--- src/rtl/instr_fetch_if.sv ---
// Program-load and instruction-bus signals between the CU-side driver and instr_fetch.
// The slave modport is the fetch stage; the master modport is whoever loads and starts it.
interface instr_fetch_if #(
    parameter int INSTR_WIDTH = 20,
    parameter int PC_BITS     = 5
);
    logic                   prog_we;
    logic [PC_BITS-1:0]     prog_addr;
    logic [INSTR_WIDTH-1:0] prog_data;
    logic                   start;
    logic                   stall;
    logic [INSTR_WIDTH-1:0] instruction;
    logic [PC_BITS-1:0]     pc;
    logic                   instr_valid;
    logic                   busy;
    logic                   halted;

    modport slave (
        input  prog_we, prog_addr, prog_data, start, stall,
        output instruction, pc, instr_valid, busy, halted
    );

    modport master (
        output prog_we, prog_addr, prog_data, start, stall,
        input  instruction, pc, instr_valid, busy, halted
    );
endinterface

--- src/rtl/instr_fetch.sv ---
// Instruction-supply stage: loadable program store, program counter and per-class
// hold timer that keeps each word on the CU bus for exactly its sequencer length.
//
// state   | meaning
// --------+---------------------------------------------------------------
// S_IDLE  | bus driven to zero, store writable, waiting for start
// S_FETCH | one cycle for the registered store read; bus keeps old word
// S_ISSUE | word held on bus while the hold down-counter runs out
// S_HALT  | class-00 word fetched; bus zero, store writable, restartable
module instr_fetch #(
    parameter int INSTR_WIDTH = 20,
    parameter int PC_BITS     = 5,
    parameter int HOLD_STD    = 3,
    parameter int HOLD_MEM    = 4
) (
    input  logic          clk,
    input  logic          rst_n,
    instr_fetch_if.slave  bus
);

    localparam int CNT_W = $clog2(HOLD_MEM + 2);
    localparam logic [CNT_W-1:0] HOLD_STD_C = CNT_W'(HOLD_STD);
    localparam logic [CNT_W-1:0] HOLD_MEM_C = CNT_W'(HOLD_MEM);

    typedef enum logic [1:0] {
        S_IDLE,
        S_FETCH,
        S_ISSUE,
        S_HALT
    } state_e;

    state_e                 state_q, state_d;
    logic [PC_BITS-1:0]     pc_q, pc_d;
    logic [INSTR_WIDTH-1:0] instr_q, instr_d;
    logic [CNT_W-1:0]       cnt_q, cnt_d;
    logic                   first_q, first_d;
    logic                   pend_q, pend_d;

    logic [INSTR_WIDTH-1:0] mem_q [2**PC_BITS];
    logic [INSTR_WIDTH-1:0] rd_data_q;
    logic [1:0]             rd_class;
    logic                   wr_en;

    assign wr_en    = bus.prog_we && ((state_q == S_IDLE) || (state_q == S_HALT));
    assign rd_class = rd_data_q[INSTR_WIDTH-1 -: 2];

    // Store is not reset; the read tracks pc_d so the word is ready during FETCH.
    always_ff @(posedge clk) begin
        if (wr_en) begin
            mem_q[bus.prog_addr] <= bus.prog_data;
        end
        rd_data_q <= mem_q[pc_d];
    end

    always_ff @(posedge clk or negedge rst_n) begin
        if (!rst_n) begin
            state_q <= S_IDLE;
            pc_q    <= '0;
            instr_q <= '0;
            cnt_q   <= '0;
            first_q <= 1'b0;
            pend_q  <= 1'b0;
        end else begin
            state_q <= state_d;
            pc_q    <= pc_d;
            instr_q <= instr_d;
            cnt_q   <= cnt_d;
            first_q <= first_d;
            pend_q  <= pend_d;
        end
    end

    always_comb begin
        state_d = state_q;
        pc_d    = pc_q;
        instr_d = instr_q;
        cnt_d   = cnt_q;
        first_d = first_q;
        pend_d  = pend_q;

        unique case (state_q)
            S_IDLE, S_HALT: begin
                instr_d = '0;
                pend_d  = 1'b0;
                // A write and a start in the same cycle: the write wins.
                if (bus.start && !bus.prog_we) begin
                    state_d = S_FETCH;
                    pc_d    = '0;
                    first_d = 1'b1;
                end
            end

            S_FETCH: begin
                first_d = 1'b0;
                if (rd_class == 2'b00) begin
                    state_d = S_HALT;
                    instr_d = '0;
                end else begin
                    state_d = S_ISSUE;
                    instr_d = rd_data_q;
                    pend_d  = 1'b1;
                    // The extra cycle on the first word covers CU RESET->DECODE.
                    cnt_d   = ((rd_class == 2'b01) ? HOLD_STD_C : HOLD_MEM_C)
                              + CNT_W'(first_q);
                end
            end

            S_ISSUE: begin
                if (!bus.stall) begin
                    pend_d = 1'b0;
                    cnt_d  = cnt_q - 1'b1;
                    if (cnt_q == CNT_W'(1)) begin
                        state_d = S_FETCH;
                        pc_d    = pc_q + 1'b1;
                    end
                end
            end

            default: begin
                state_d = S_IDLE;
            end
        endcase
    end

    // Valid marks the first non-stalled issue cycle of each word.
    assign bus.instruction = instr_q;
    assign bus.pc          = pc_q;
    assign bus.instr_valid = pend_q && !bus.stall && (state_q == S_ISSUE);
    assign bus.busy        = (state_q == S_FETCH) || (state_q == S_ISSUE);
    assign bus.halted      = (state_q == S_HALT);

endmodule
--- src/flat_wrapper.sv ---
// flat-port wrapper written by rule: the top's interface ports become plain ports
module instr_fetch_flat 
#(
    parameter int INSTR_WIDTH = 20,
    parameter int PC_BITS     = 5,
    parameter int HOLD_STD    = 3,
    parameter int HOLD_MEM    = 4
)
  (clk, rst_n, bus_prog_we, bus_prog_addr, bus_prog_data, bus_start, bus_stall, bus_instruction, bus_pc, bus_instr_valid, bus_busy, bus_halted);
  instr_fetch_if #(.INSTR_WIDTH(INSTR_WIDTH), .PC_BITS(PC_BITS)) bus_i ();
  input  logic clk;
  input  logic rst_n;
  input wire logic [$bits(bus_i.prog_we)-1:0] bus_prog_we;
  input wire logic [$bits(bus_i.prog_addr)-1:0] bus_prog_addr;
  input wire logic [$bits(bus_i.prog_data)-1:0] bus_prog_data;
  input wire logic [$bits(bus_i.start)-1:0] bus_start;
  input wire logic [$bits(bus_i.stall)-1:0] bus_stall;
  output wire logic [$bits(bus_i.instruction)-1:0] bus_instruction;
  output wire logic [$bits(bus_i.pc)-1:0] bus_pc;
  output wire logic [$bits(bus_i.instr_valid)-1:0] bus_instr_valid;
  output wire logic [$bits(bus_i.busy)-1:0] bus_busy;
  output wire logic [$bits(bus_i.halted)-1:0] bus_halted;
  assign bus_i.prog_we = bus_prog_we;
  assign bus_i.prog_addr = bus_prog_addr;
  assign bus_i.prog_data = bus_prog_data;
  assign bus_i.start = bus_start;
  assign bus_i.stall = bus_stall;
  assign bus_instruction = bus_i.instruction;
  assign bus_pc = bus_i.pc;
  assign bus_instr_valid = bus_i.instr_valid;
  assign bus_busy = bus_i.busy;
  assign bus_halted = bus_i.halted;
  instr_fetch #(.INSTR_WIDTH(INSTR_WIDTH), .PC_BITS(PC_BITS), .HOLD_STD(HOLD_STD), .HOLD_MEM(HOLD_MEM)) u_core (.clk(clk), .rst_n(rst_n), .bus(bus_i));
endmodule
--- config.mk ---
export PLATFORM = sky130hd
export DESIGN_NAME = instr_fetch_flat
export DESIGN_NICKNAME = d
export VERILOG_FILES = /design/src/rtl/instr_fetch_if.sv /design/src/rtl/instr_fetch.sv /design/src/flat_wrapper.sv
export SDC_FILE = /design/constraint.sdc
export NUM_CORES = 1
export LEC_CHECK = 0
export BUFFER_PORTS_ARGS = -buffer_cell sky130_fd_sc_hd__buf_2
export CELL_PAD_IN_SITES_DETAIL_PLACEMENT = 1
export CELL_PAD_IN_SITES_GLOBAL_PLACEMENT = 1
export CORE_MARGIN = 1
export CORE_UTILIZATION = 45
export DETAILED_ROUTE_END_ITERATION = 10
export PLACE_DENSITY_LB_ADDON = 0.1
export SYNTH_ARGS = -nofsm -noshare
export SYNTH_HDL_FRONTEND = slang
export SYNTH_SLANG_ARGS = --single-unit
--- constraint.sdc ---
create_clock -name clk -period 2.6 [get_ports clk]
set_input_delay 0.26 -clock clk [delete_from_list [all_inputs] [get_ports clk]]
set_output_delay 0.26 -clock clk [all_outputs]
set_load 0.03 [all_outputs]
* After elaboration in Yosys (flattened, before gate mapping)
Memories as Yosys holds them, arrays and structs flattened. A register that Yosys moved wholly into a read port is not among the register bits.
Cells that the tools add are included.
** Word-level totals
- Input port bits :: 30
- Logic and storage cells :: 58
- Bits in registers :: 32
- RAM bits :: 640
- Output and inout bits :: 28
- Memories kept :: 1
** Cells by class
- Equal/unequal tests :: 9
- Add/sub/neg operators :: 3
- Mux-type cells :: 22
- Reduce and logical (&&, ||, !) cells :: 17
** Memory list
- u_core.mem_q :: depth 32, bits a word 20, read ports 1, clocked after Yosys merged registers in 1, write ports 1, RTL line instr_fetch.sv:39 : logic [INSTR_WIDTH-1:0] mem_q [2**PC_BITS];
** Operators by type and width (count)
- 20-bit one-hot mux with 2 select lines :: 1
- 20-bit 2-to-1 mux :: 1
- 5-bit 2-to-1 mux :: 3
- 5-bit one-hot mux with 2 select lines :: 1
- 3-bit 2-to-1 mux :: 3
- 1-bit 2-to-1 mux :: 6
- 2-bit 2-to-1 mux :: 3
- 2-bit one-hot mux with 3 select lines :: 1
- 3-bit one-hot mux with 2 select lines :: 1
- 3-bit AND reduction :: 2
- 5-bit by 1-bit adder with 5-bit output (second input constant) :: 1
- 2-bit by 1-bit equality test with 1-bit output (second input constant) :: 2
- 2-bit equality test (second input constant) :: 2
- 1-bit logical AND :: 4
- 2-bit logical NOT :: 2
- 2-bit by 1-bit inequality test with 1-bit output (second input constant) :: 2
- 2-bit inequality test (second input constant) :: 2
- 2-bit AND reduction :: 2
- 2-bit nonzero test :: 2
- 3-bit by 1-bit adder with 3-bit output :: 1
- 3-bit by 1-bit equality test with 1-bit output (second input constant) :: 1
- 1-bit one-hot mux with 3 select lines :: 1
- 3-bit by 1-bit subtractor with 3-bit output (second input constant) :: 1
- 1-bit logical NOT :: 2
- 3 further kinds :: 4

* Logic depth before layout (Yosys ltp)
Gate-level depths: netlist of run 1.
- Depth after elaboration :: 5
- Mapped depth :: 14
- Depth with buffers taken out :: 10

* Least setup slack after synthesis of run 1
Ideal clock, no wire load.
- Path type :: reg-to-reg
- Start :: register u_core.state_q[0]
- End :: memory u_core.mem_q[12][0] (enable)
- Cell stages (with the launch flop) :: 8
- Path slack :: -145 ps
- Setup time :: 397 ps
- Required time :: 2203 ps
- Clock period less this slack :: 2745 ps
- Arrival time :: 2349 ps
- Path buffers :: 2
- Cells stage by stage :: dfrtp_1 inv_1 ha_1 clkbuf_1 nand2_1 or3_1 clkbuf_1 nor2_1
** Between the ends
- Longest elaborated chain between the ends :: 5
- Elaborated cells between the ends (all ways) :: 6
- Classes of those cells :: 1 x eq/ne; 2 x mux; 3 x reduce/logical
** Ends and longest elaborated chain
- start, declared :: RTL line instr_fetch.sv:32 : state_e state_q, state_d;
- start signal, assigned :: RTL line instr_fetch.sv:64 : state_q <= state_d;
- 2-bit equality test or 2-bit logical NOT (tied branches) :: RTL line instr_fetch.sv:44 : assign wr_en = bus.prog_we && ((state_q == S_IDLE) || (state_q == S_HALT));
- 1-bit logical OR (*) :: RTL line instr_fetch.sv:44
- 1-bit logical AND (*) :: RTL line instr_fetch.sv:44
- 1-bit 2-to-1 mux (*) :: RTL line instr_fetch.sv:49 : if (wr_en) begin
- 1-bit 2-to-1 mux (not written as such) (*) :: RTL line instr_fetch.sv:50 : mem_q[bus.prog_addr] <= bus.prog_data;
- end, declared :: RTL line instr_fetch.sv:39
Mark *: on every way between the ends. The rest lies on a longest branch, timed or not.

* Worst setup path in the final report of run 1
- Start :: register u_core.state_q[0]
- End :: register u_core.rd_data_q[3], read port of u_core.mem_q
** Between the ends
- Longest elaborated chain between the ends :: 3
- Elaborated cells between the ends (all ways) :: 5
- Classes of those cells :: 2 x eq/ne; 1 x mux; 2 x reduce/logical
** Ends and longest elaborated chain
- 2-bit equality test or 2-bit logical NOT (tied branches) :: RTL line instr_fetch.sv:81 : unique case (state_q)
- 2-bit OR reduction :: RTL line instr_fetch.sv:81
- 5-bit one-hot mux with 2 select lines (*) :: RTL line instr_fetch.sv:81
- end, declared :: RTL line instr_fetch.sv:40 : logic [INSTR_WIDTH-1:0] rd_data_q;
Marks and branches as above.
A chain may end at the register's enable or synchronous reset.

==> results of run 1 <==
## state kept, by name, indices dropped and copies added (netlist names)
register / count
u_core.mem_q: 640
u_core.cnt_q: 3
u_core.pend_q: 1
u_core.state_q: 2
u_core.first_q: 1
u_core.rd_data_q: 20
u_core.bus.instruction: 20
u_core.bus.pc: 5
## metrics by stage
| stage | TNS [ns] | hold WS [ns] |
|---|---|---|
| global placement | -4.07 | 0.418 |
| finish | -2.91 | 0.0916 |
| floorplan | -22.67 | -0.0356 |
| detailed placement | -4.98 | 0.432 |
| global route | -4.11 | 0.135 |
| CTS | -1.98 | 0.0755 |
## path summary, 6_finish.rpt
check,startpoint,to,slack (ns),cells after the start
worst max-delay path,u_core.state_q[0],u_core.rd_data_q[3],-0.20,11
worst min-delay path,bus_prog_we,u_core.first_q,0.09,4
worst max register to register,u_core.state_q[0],u_core.rd_data_q[3],-0.20,11
worst min register to register,u_core.rd_data_q[10],u_core.bus.instruction[10],0.45,2
max in group asynchronous,rst_n,u_core.bus.instruction[1],1.69,2
min in group asynchronous,rst_n,u_core.cnt_q[2],0.32,2
## power groups by stage
| stage | combinational [uW] | clock [uW] | sequential [uW] |
|---|---|---|---|
| 2_1_floorplan | 2960 | 0 | 13400 |
| 3_3_place_gp | 5350 | 0 | 13200 |
| 3_5_place_dp | 5490 | 0 | 13200 |
| 4_1_cts | 6000 | 10500 | 13000 |
| 5_1_grt | 7160 | 10900 | 13000 |
| 6_report | 6780 | 10400 | 13000 |
## cell usage after synthesis, types with 3 or more instances
cell / number
a211oi_1: 35
a21oi_1: 149
a221oi_1: 5
a22o_1: 30
a32o_1: 65
a32oi_1: 70
buf_1: 5
buf_2: 59
buf_4: 6
clkbuf_1: 65
dfrtp_1: 32
dfxtp_1: 20
edfxtp_1: 640
ha_1: 8
inv_1: 22
mux2i_1: 7
mux4_2: 5
nand2_1: 463
nand2b_1: 3
nand3_1: 5
nand3b_1: 6
nor2_1: 36
nor4_1: 32
nor4_2: 15
o2111ai_1: 5
o21ai_0: 30
o22ai_1: 30
o2bb2ai_1: 5
o31ai_1: 15
or3_1: 3
## worst min-delay path: stages
cell and delay [ns]:
buf_2 0.10, nor2b_1 0.08, a21oi_1 0.15, o21ai_0 0.07
## layer usage
layer  track usage (%)  up-vias  part of all wire (%)
li1                  -     7914                     -
met1              37.9     9780                    42
met2              46.4      695                    48
met3              4.47      168                   6.4
met4              9.51        2                   2.9
met5                 0        -                 0.014
## what timing repair did
| action | CTS | global route |
|---|---|---|
| pin swaps | 38 | 55 |
| cloned | 15 | 26 |
| buffers inserted | 29 | 32 |
| setup endpoints to repair | 20 | 20 |
| gates resized for setup | 96 | 108 |
| hold buffers | 1 | 0 |
| endpoints found under the hold margin | 32 | 0 |
## cells by family (layout without fill, tap and decap cells)
logic type,Yosys count,in the layout,synth area share [%]
AO/OA/AOI/OAI,450,450,11.9
buffers and inverters,162,494,2.65
flip-flops,692,692,75.1
AND/OR/NAND/NOR,581,581,9.27
adder cells (fa/ha/maj),8,8,0.368
multiplexers,13,13,0.754
## cell type report
class	count	area (um^2)	area share (%)
timing repair buffer	334	4010	11.6
clock buffer	101	2100	6.05
clock inverter	35	263	0.757
multi-input combinational	1052	6870	19.8
sequential	692	20400	58.8
tap	773	967	2.78
inverter	24	97.6	0.281
==> flow_results.org, run 1 <==
** Outcome
- The run finished, with violations left.
- Violated checks :: setup timing

** Global route
- Entering global routing, the biggest net connects 55 pins.
- Overall track demand over capacity in global routing :: between 20% and 30%
- Vias in the first global route :: about 18k
- Number of antenna violations at the first check in global routing :: 2
- Summed over all layers, the global routing overflow is 0.
- Global-route wire length before repair :: ~120000 um

** Die
- Effective utilization at floorplan :: approximately 46%
- The floorplan step set the die height to roughly 250 um.
- Rows :: about 90
- The die is between 200 and 250 um wide.
- 58 I/O pins were placed.
- The die covers just over 60000 um^2.
- In this run the standard cell core region covers roughly 60000 um^2.

** Setup path
- Type of the worst setup path :: reg -> reg
- The cell family contributing the most delay on the critical path is simple AND/OR/NAND/NOR gates.
- Data arrival time of the critical path :: 3.31 ns
- For this design, the slowest cell found on the critical path is dfrtp_1.
- Worst setup SP type :: flip-flop
- Worst path max stage delay :: 0.41 ns
- Data on the critical path is required at its endpoint by slightly above 3 ns.
- Worst Path Max Fanout :: 16
- Walking the worst path, the cells encountered are buf_4 > ha_4 > or3b_4 > mux2i_4 > nor2_4 > buf_12 > buf_4 > buf_8 > a32o_1 > a22o_1 > nor4_2.
- Total buffers and inverters traversed by the critical path :: 4
- Kind of end point of the critical path :: flip-flop
- By instance count, the cell type seen most on the critical path is buf_4.

** Logic synthesis
- After technology mapping, the gate count stands at between 1.5k and 2k.
- Summing every instance area after synthesis gives about 27000 um^2.
- Synthesis-stage register bit count :: a little under 700
- Number of enable flip-flop cells after synthesis :: 640
- Synth top area share :: approximately 71%
- Cell taking the most area after synthesis :: edfxtp_1
- Commonest register cell after synthesis :: edfxtp_1
- Async set-reset flop share out of synthesis :: 4.62%
- Average footprint of a synthesized cell :: between 10 and 15 um^2
- After synthesis, the cell types taking the most area are edfxtp_1, nand2_1, dfrtp_1, a21oi_1, a32o_1.
- The number of different library cells used by synthesis comes to 57.
- For this run, the register share of the synthesized area comes to between 70% and 80%.
- The number of nets in the synthesized netlist is about 1.9k.
- For this run, the number of Yosys warnings is 0.

** Clocking
- The clock net in this run drives a total of 692 sinks.
- Clock root cell :: clkbuf_16
- The H-tree generated during clock tree synthesis spans 3 levels.
- TritonCTS built the clock tree.
- Clock Path Buffers :: 3
- Total CTS buffers :: 76
- Clock-pin slew on the worst setup and hold paths :: roughly 0.060 ns
- Clock latency at the later pin of the worst-skew pair :: 0.62 ns

** Power
- Of the total power, combinational logic draws approximately 23%.
- Sum of internal, switching and leakage power :: 30200 uW
- For this design the static power due to leakage is between 0.01 and 0.015 uW.
- Across the VDD grid, the largest voltage drop is a little under 600 uV.
- Cell internal power was estimated by the tool at approximately 21000 uW.
- Switching power summed over all nets :: ~9000 uW
- Net switching is 29.3% of the power.
- Clock power share :: 34.4%
- Total power divided by cell area :: 868 nW/um^2
- Sequential fraction of design power :: 43.2%

** Route
- Drt first-iter violations :: 1578
- After detailed routing, the number of remaining DRC violations is 0.
- Wirelength, routed :: a little over 90000 um
- The first detailed-routing pass ran for 5 iterations.
- Using the TritonRoute via totals, the vias-per-cell ratio works out to 6.16.
- Summing over every cut layer, the via total after detailed routing is 18.6k.
- Antenna-violating nets left :: 0
- Routed wirelength normalized by instance count :: between 30 and 40 um

** Layout
- For this run, the number of standard cells in the final layout without fillers is ~3.0k.
- The library cells used most frequently in the layout, excluding fill and tap cells, are edfxtp_1, nand2_1, a21oi_1, buf_4, clkbuf_16.
- Nets :: between 2k and 2.5k
- Final cell utilization of the core :: between 50 and 60%
- Once layout is done, the placed cells without fillers occupy 34700 um^2.
- The repair_antennas step left the layout with diodes totalling 0.
- Leading cell type in the layout, fill and taps excluded :: edfxtp_1
- Cells with a size suffix above 1 make up a little over a quarter of the layout.
- Fill cell count :: 5469
- Synth-to-Final Area Change :: 27.7%

** Placement
- In this run, placement finished with an instance count of roughly 2.8k.
- Placed standard-cell area :: ~30000 um^2
- Global placement routability congestion :: between 0.8 and 0.9
- Post-DP HPWL :: approximately 50000 um
- Prior to clock tree synthesis, the placed netlist has a worst setup slack of -0.442 ns.
- Number of buffers inserted by port buffering :: 57

** Timing
- Hold Vio Cnt, Final :: 0
- Transition time at the pin with the least slew margin :: roughly 0.9 ns
- The number of max-slew violations in the final report came to 0.
- Of the available clock period, the critical path in the final layout requires 108%.
- After layout, the worst setup slack is -0.196 ns.
- Tmin final :: around 2.8 ns
- Across the routed clock network, the largest skew measured is about 0.018 ns.
- RSZ-0062 raised after global routing :: true
- Setup violations remaining at the end of the flow were counted as 20.
- The worst pin sits at a relative slew slack of just under 40%.
- Max Clk Rate :: 358 MHz

** Hold path
- The min-delay analysis places its worst path in the category in -> reg.

** Flow run
- Across the run, the number of max-cap violations was 0.
No activity file was read; power rests on OpenSTA's default activity.
==> run 2, diff against run 1 <==
CORE_UTILIZATION = 40   (was 45)
==> run 2 against run 1 <==
The flow still finishes with violations (setup timing). Largest power group unchanged. Clock power is 5% higher. Worst setup slack better by 0.017 ns. Total power is 1.2% higher. Combinational power is 2% lower. Cell area is 1.0% higher. Critical path depth is 1 lower.
==> flow_results.org, run 2 (same netlist as run 1, synthesis figures left out) <==
** Timing
- The hold violation count in the final report was 0 (unchanged).
- The final setup slack of the worst path came to -0.179 ns (+0.0172 ns).
- Slew Limit Headroom :: 34.6% (-4.0 points)
- Number of slew-limit violations in the final report :: 0 (unchanged)
- The final critical-path share of the clock period was 107% (-0.66 points).
- RSZ-0062 raised after global routing :: true
- Tmin final :: 2.78 ns (-0.0172 ns)
- The clock skew came to 0.0245 ns (+0.00645 ns).
- The highest attainable clock frequency came to 360 MHz (+0.62%).
- The final setup violation count was 20 (unchanged).
- The slew at the pin closest to its max-slew limit is 0.981 ns (+0.0602 ns).

** Placement
- Global placement routability congestion :: 0.806 (-5.6%)
- Placed cells :: 2910 (+4.7%)
- Placed standard-cell area :: 30400 um^2 (+1.9%)
- Post-DP HPWL :: 53000 um (+5.7%)
- Number of buffers inserted by port buffering :: 57 (unchanged)

** Global route
- Global route overflow :: 0 (unchanged)
- Global-route wire length before repair :: 131000 um (+6.0%)
- Number of antenna violations at the first check in global routing :: 2 (unchanged)
- The maximum number of pins on one net before global-route repair is 34 (-38%).
- The overall track demand over capacity in global routing is 26.2% (-2.0 points).
- Vias in the first global route :: 18.6k (+1.1%)

** Route
- Vias :: 18.2k (-2.1%)
- Antenna-violating nets left :: 0 (unchanged)
- Final routed DRC violation total :: 0 (unchanged)
- The overall routed net length came to 91100 um (-0.77%).
- The detailed router's first-iteration violation count was 1671 (+5.9%).
- The via density per instance was 5.83 (-5.3%).
- Routed wirelength normalized by instance count :: 29.2 um (-4.1%)
- The number of iterations in the first detailed-routing pass was 5 (unchanged).

** Outcome
- The flow ran to the end, but the final reports show violations.
- Violated checks :: setup timing

** Clocking
- Total clock sinks :: 692 (unchanged)
- Number of levels the H-tree was split into :: 3 (unchanged)
- Total CTS buffers :: 77 (+1.3%)
- The tree is rooted in a clkbuf_16.
- Clock latency at the later pin of the worst-skew pair :: 0.64 ns (+0.02 ns)
- The clock transition at the registers of the reported paths came to 0.06 ns (about the same).
- Clock Path Buffers :: 3 (unchanged)
- TritonCTS built the clock tree.

** Layout
- Nets :: 2219 (+0.045%)
- The count of fill cells added during filler insertion came to 6453 (+18%).
- Leading cell type in the layout, fill and taps excluded :: edfxtp_1
- The layout cell share with drive strength beyond 1 was 27.6% (+0.32 points).
- u_core.mem_q holds more flip-flops than any other register.
- Multi-input gate area in the final layout :: 6970 um^2 (+1.4%)
- Final standard cell area without fillers :: 35100 um^2 (+1.0%)
- The final cell count without fillers was 3114 (+3.4%).
- Sequential cell area :: 20400 um^2 (unchanged)
- Antenna Diode Count :: 0 (unchanged)
- Leaving out fill and tap cells, the most frequent cells in the layout are edfxtp_1, nand2_1, buf_4.
- The fraction of the core area covered by cells at the end of the flow is 52.2% (-6.4 points).
- The flip-flop count of the largest register after layout was 640 (unchanged).
- Synth-to-Final Area Change :: 29.0%

** Die
- I/O pin count :: 58 (unchanged)
- The floorplan die area came to 69000 um^2 (+12%).
- The row count is 95 (+6.7%).
- The core area came to 67300 um^2 (+13%).
- Effective utilization at floorplan :: 40.4% (-5.4 points)
- Horiz. Die Dim :: 263 um (+6.0%)
- Die Ht :: 263 um (+6.0%)

** Setup path
- Data required time of the critical path :: 3.11 ns (about the same)
- STA classifies the critical path startpoint as a flip-flop.
- The worst setup path is captured at a flip-flop.
- Worst Path Max Fanout :: 7 (-9)
- By startpoint and endpoint, the worst setup path is classified as reg -> reg.
- The arrival time at the worst endpoint is 3.29 ns (-0.02 ns).

** Power
- Sum of internal, switching and leakage power :: 30500 uW (+1.2%)
- The power per unit of standard cell area was 870 nW/um^2 (+0.14%).
- Total leakage power :: 0.0126 uW (+0.85%)
- IR Drop Worst-Case VDD :: 596 uV (+0.13%)

** Flow run
- Max_cap viols :: 0 (unchanged)

** Hold path
- Worst hold path type :: in -> reg
[run 2: final cells by class]
cell class              instances  area share (%)
flip-flops and latches        692            58.2
multi-input cells            1052            19.9
repair buffers                333            11.4
clock buffers                 102            6.06
well taps                     873            3.11
clock inverters                37            1.01
inverters                      24           0.339
repair inverters                1          0.0463
[run 2: through the flow]
stage,worst slack (ns),hold WS (ns),setup TNS (ns)
2_1_floorplan,-0.145,-0.0356,-22.67
3_3_place_gp,-0.301,0.434,-3.91
3_5_place_dp,-0.352,0.440,-5.02
4_1_cts,-0.135,0.0505,-1.63
5_1_grt,-0.227,0.113,-3.38
6_report,-0.179,0.0672,-2.12
[run 2: worst paths after layout]
check | slack, ns | from | cells past startpoint | to
hold reg to reg | 0.46 | u_core.rd_data_q[10] | 2 | u_core.bus.instruction[10]
setup / recovery | -0.18 | u_core.cnt_q[1] | 10 | u_core.rd_data_q[6]
max in group asynchronous | 1.65 | rst_n | 2 | u_core.bus.instruction[4]
hold / removal | 0.07 | bus_prog_we | 4 | u_core.first_q
setup reg to reg | -0.18 | u_core.cnt_q[1] | 10 | u_core.rd_data_q[6]
min in group asynchronous | 0.33 | rst_n | 2 | u_core.pend_q
[run 2: where the power goes]
part | switching [uW] | total (uW) | leakage [uW] | internal, uW
Sequential | 362 | 13000 | 0.00635 | 12700
Combinational | 3940 | 6620 | 0.00508 | 2680
Clock | 4510 | 10900 | 0.00122 | 6360
Total | 8810 | 30500 | 0.0126 | 21700
[run 2: timing repair]
action	CTS	global route
pin swaps	50	34
setup buffers	31	15
setup endpoints to repair	20	21
resized for setup	147	72
hold endpoints to repair	32	0
hold buffers	1	0
gates cloned	22	5
[run 2: critical path: stages (launching register included)]
cell and delay [ns]:
dfrtp_1 0.38, inv_2 0.08, ha_4 0.13, or3b_4 0.44, nor4_2 0.35, a211o_4 0.21, nor2b_4 0.25, nand2_4 0.15
buf_16 0.18, o22ai_1 0.37, nor4_4 0.10
[run 2: metal layers]
layer	share of wire, %	wire length, um	track usage [%]	vias up
met1	44	39700	35.8	9605
met2	49	44700	43.5	537
met3	4.9	4460	3.70	129
met5	0	0	0	-
met4	2.4	2220	7.57	0
li1	-	-	-	7896
==> run 3, diff against run 2 <==
ABC_AREA = 1   (was not set)
==> run 3 against run 2 <==
Non-clock buffer count is 58 lower. The run now ends clean. Worst setup slack better by 0.26 ns. Sequential cell count stayed put. Sequential power hardly changed. First-iteration DRC count is 15% higher. Highest routed layer is now met5. Clock skew is 0.0019 ns lower. Fmax is 11% higher. Routed wire length is 8.7% higher. Register-to-register slack better by 0.26 ns. Sequential share of layout area is 1.5 points lower.
==> flow_results.org, run 3 <==
** Timing
- The hold violation count in the final report came to 0 (unchanged).
- Slew Limit Headroom :: 46.1% (+12 points)
- The number of max-slew violations in the final report was 0 (unchanged).
- Setup repair after global routing could not meet its margin everywhere.
- The slew at the pin closest to its max-slew limit was 0.808 ns (-0.173 ns).
- Worst clock skew :: 0.0226 ns (-0.00191 ns)
- The final setup violation count came to 0 (-100%).
- The highest attainable clock frequency was 398 MHz (+11%).
- The final critical-path share of the clock period was 96.7% (-10 points).
- The worst hold slack came to 0.0628 ns (-0.00433 ns).
- The time the worst path needs with I/O delays and setup came to 2.51 ns (-0.265 ns).

** Clocking
- TritonCTS built the clock tree.
- Clock root cell :: clkbuf_16
- The CTS buffer count is 77 (unchanged).
- The number of H-tree branching levels came to 3 (unchanged).
- The clock sink total is 692 (unchanged).
- Clock Path Buffers :: 3 (unchanged)
- The clock transition at the registers of the reported paths is 0.06 ns (about the same).
- Clock latency at the later pin of the worst-skew pair :: 0.63 ns (about the same)

** Die
- Rows :: 99 (+4.2%)
- The floorplan die area is 75900 um^2 (+9.9%).
- The top-level I/O count was 58 (unchanged).
- The die boundary height was 275 um (+4.8%).
- The x dimension of the die was 275 um (+4.8%).
- Effective utilization at floorplan :: 40.7% (+0.28 points)
- The core area is 73500 um^2 (+9.2%).

** Route
- Vias :: 21.7k (+19%)
- The routed wirelength normalized by instance count was 24.7 um (-16%).
- The number of design rule violations left after detail routing came to 0 (unchanged).
- The via density per instance came to 5.40 (-7.4%).
- The overall routed net length came to 99000 um (+8.7%).
- The residual antenna-violating net count after detailed routing came to 0 (unchanged).
- First-pass iteration count of the detailed router :: 5 (unchanged)
- The detailed router's first-iteration violation count came to 1923 (+15%).

** Logic synthesis
- Ranked by total cell area, the synthesized netlist is headed by edfxtp_1, nand3_1, nand2_1, inv_1, dfrtp_1.
- nand2_1 is the most common cell in the netlist.
- Simple-gate share of the synthesized area :: 23.4% (+14 points)
- Number of enable flip-flop cells after synthesis :: 640 (unchanged)
- Adder-Cell Fraction of Synth Area :: 0.335% (-0.033 points)
- Count of mapped cells out of synthesis :: 2810 (+47%)
- Synthesis-stage register bit count :: 692 (unchanged)
- Synth top area share :: 64.3% (-6.4 points)
- The portion of the post-synthesis area used by sequential elements came to 68.3% (-6.8 points).
- Compound-cell area share of the yosys netlist :: 0.753% (-11 points)
- The number of warnings printed during yosys synthesis is 0 (unchanged).
- Xor and xnor fraction of the mapped netlist area :: 0.0293% (+0.029 points)
- Cell taking the most area after synthesis :: edfxtp_1
- Nets in the synthesized netlist :: 2848 (+47%)
- Average footprint of a synthesized cell :: 10.6 um^2 (-25%)
- The multiplexer fraction of the synthesized cell area came to 0% (-0.75 points).
- Number of distinct standard cells referenced by the synthesized netlist :: 32 (-44%)
- After synthesis, the most frequently instantiated cells are nand2_1, nand3_1, edfxtp_1.
- Post-synthesis cell area :: 29900 um^2 (+9.9%)
- Async set-reset flop share out of synthesis :: 4.62% (unchanged)
- Commonest register cell after synthesis :: edfxtp_1
- By area, the combinational part of the netlist is dominated by simple AND/OR/NAND/NOR gates.

** Outcome
- The run finished with clean final reports.

** Setup path
- Worst path max stage delay :: 0.42 ns (-0.02 ns)
- Type of the worst setup path :: reg -> reg
- Walking the worst path, the cells encountered are ha_1 > o21ai_2 > nand2_4 > nand2_8 > nand2_8 > buf_12 > buf_12 > clkbuf_16 > nand2_1 > nand3_1 > nand3_1 > nand3_1 > nand2_1 > nand2_1 > nand2_1.
- Worst setup SP type :: flip-flop
- Slowest cell on the critical path :: dfrtp_1
- Data arrival time of the critical path :: 3.07 ns (-0.22 ns)
- The highest fanout seen on the critical path came to 13 (+6).
- The worst setup path is captured at a flip-flop.
- The most numerous cell type found on the critical path is nand2_1.
- Data required time of the critical path :: 3.16 ns (+0.05 ns)

** Flow run
- The max-capacitance violation count was 0 (unchanged).

** Layout
- Nets :: 3028 (+36%)
- The library cell used most frequently in the layout, excluding fill and tap cells, is nand2_1.
- The count of fill cells added during filler insertion is 7879 (+22%).
- The flip-flop count of the largest register after layout was 640 (unchanged).
- Synth-to-Final Area Change :: 20.5%
- The fraction of the core area covered by cells at the end of the flow is 49.1% (-3.1 points).
- Ranked by flip-flop count, first place goes to u_core.mem_q.
- The layout cell share with drive strength beyond 1 is 14.9% (-13 points).
- Most frequent cells in the layout :: nand2_1, nand3_1, edfxtp_1

** Power
- The reported leakage power came to 0.0146 uW (+16%).
- Total power divided by cell area :: 776 nW/um^2 (-11%)
- The largest vdd supply drop is 495 uV (-17%).

** Global route
- The via count of the first global-routing pass came to 21.6k (+16%).
- The first-pass GRT wire length came to 139000 um (+6.2%).
- Overall track demand over capacity in global routing :: 24.9% (-1.2 points)
- The maximum number of pins on one net before global-route repair is 62 (+82%).
- The total grt overflow is 0 (unchanged).
- The number of antenna violations at the first check in global routing was 8 (+6).

** Placement
- The final HPWL from detailed placement came to 57100 um (+7.8%).
- Global placement routability congestion :: 0.824 (+2.2%)
- Number of buffers inserted by port buffering :: 57 (unchanged)

** Hold path
- Worst hold path type :: in -> reg
-- run 3: final cells by class --
type | count | area, um^2 | share of cell area, %
clock buffers | 100 | 2100 | 5.82
flip-flops and latches | 692 | 20400 | 56.7
diodes | 3 | 7.51 | 0.0208
clock inverters | 40 | 305 | 0.847
multi-input cells | 1614 | 7620 | 21.2
well taps | 959 | 1200 | 3.33
repair buffers | 275 | 3130 | 8.70
inverters | 330 | 1250 | 3.46
-- run 3: path summary, 6_finish.rpt --
path | from | endpoint | slack (ns) | cells after the start
setup / recovery | u_core.state_q[1] | u_core.rd_data_q[1] | 0.09 | 15
hold / removal | bus_stall | u_core.pend_q | 0.06 | 4
setup reg to reg | u_core.state_q[1] | u_core.rd_data_q[1] | 0.09 | 15
hold reg to reg | u_core.bus.instruction[19] | u_core.bus.instruction[19] | 0.48 | 2
max in group asynchronous | rst_n | u_core.state_q[1] | 1.90 | 2
min in group asynchronous | rst_n | u_core.bus.instruction[15] | 0.23 | 2
-- run 3: repair_timing --
action / CTS / global route
resized for setup: 6 / 49
cloned: 1 / 18
pin swaps: 0 / 6
setup buffers: 0 / 34
hold buffers: 2 / 0
endpoints found under the hold margin: 33 / 0
setup endpoints to repair: 6 / 20
-- run 3: kinds of logic after synthesis --
family | count (synthesis)
simple gates | 1565
buf+inv | 505
xor+xnor | 1
flops | 692
fa+ha+maj | 8
compound gates | 39
-- run 3: per-stage QoR --
| stage | instance area [um^2] | instances | total power, uW | setup WS (ns) | TNS, ns |
|---|---|---|---|---|---|
| 3_5_place_dp | 32500 | 3815 | 17100 | -0.0922 | -0.172 |
| 4_1_cts | 35000 | 3958 | 27700 | 0.000375 | 0 |
| 3_3_place_gp | 32500 | 3815 | 17000 | -0.0639 | -0.0639 |
| 5_1_grt | 36000 | 4011 | 29000 | -0.0246 | -0.0788 |
| 6_report | 36000 | 4013 | 27900 | 0.0860 | 0 |
| 2_1_floorplan | 29900 | 2810 | 15400 | 0.246 | 0 |
-- run 3: power breakdown --
group          leakage [uW]  total (uW)  internal, uW  switching (uW)
Sequential          0.00635       12800         12600             250
Combinational       0.00712        4580          1560            3020
Clock               0.00117       10500          6080            4470
-- run 3: critical path: cells and delay by family (launching register included) --
| kind | cells | cell delay, ns |
|---|---|---|
| and+or+nand+nor | 10 | 1.11 |
| buffers and inverters | 3 | 0.46 |
| DFF | 1 | 0.42 |
| adders and majority gates | 1 | 0.34 |
| AOI/OAI and AO/OA | 1 | 0.12 |
-- run 3: routing by layer --
metal / routed length [um] / GRT usage (%)
met5: 27 / 0
met4: 1950 / 7.46
met3: 5750 / 4.10
met2: 46800 / 39.9
met1: 44500 / 34.8
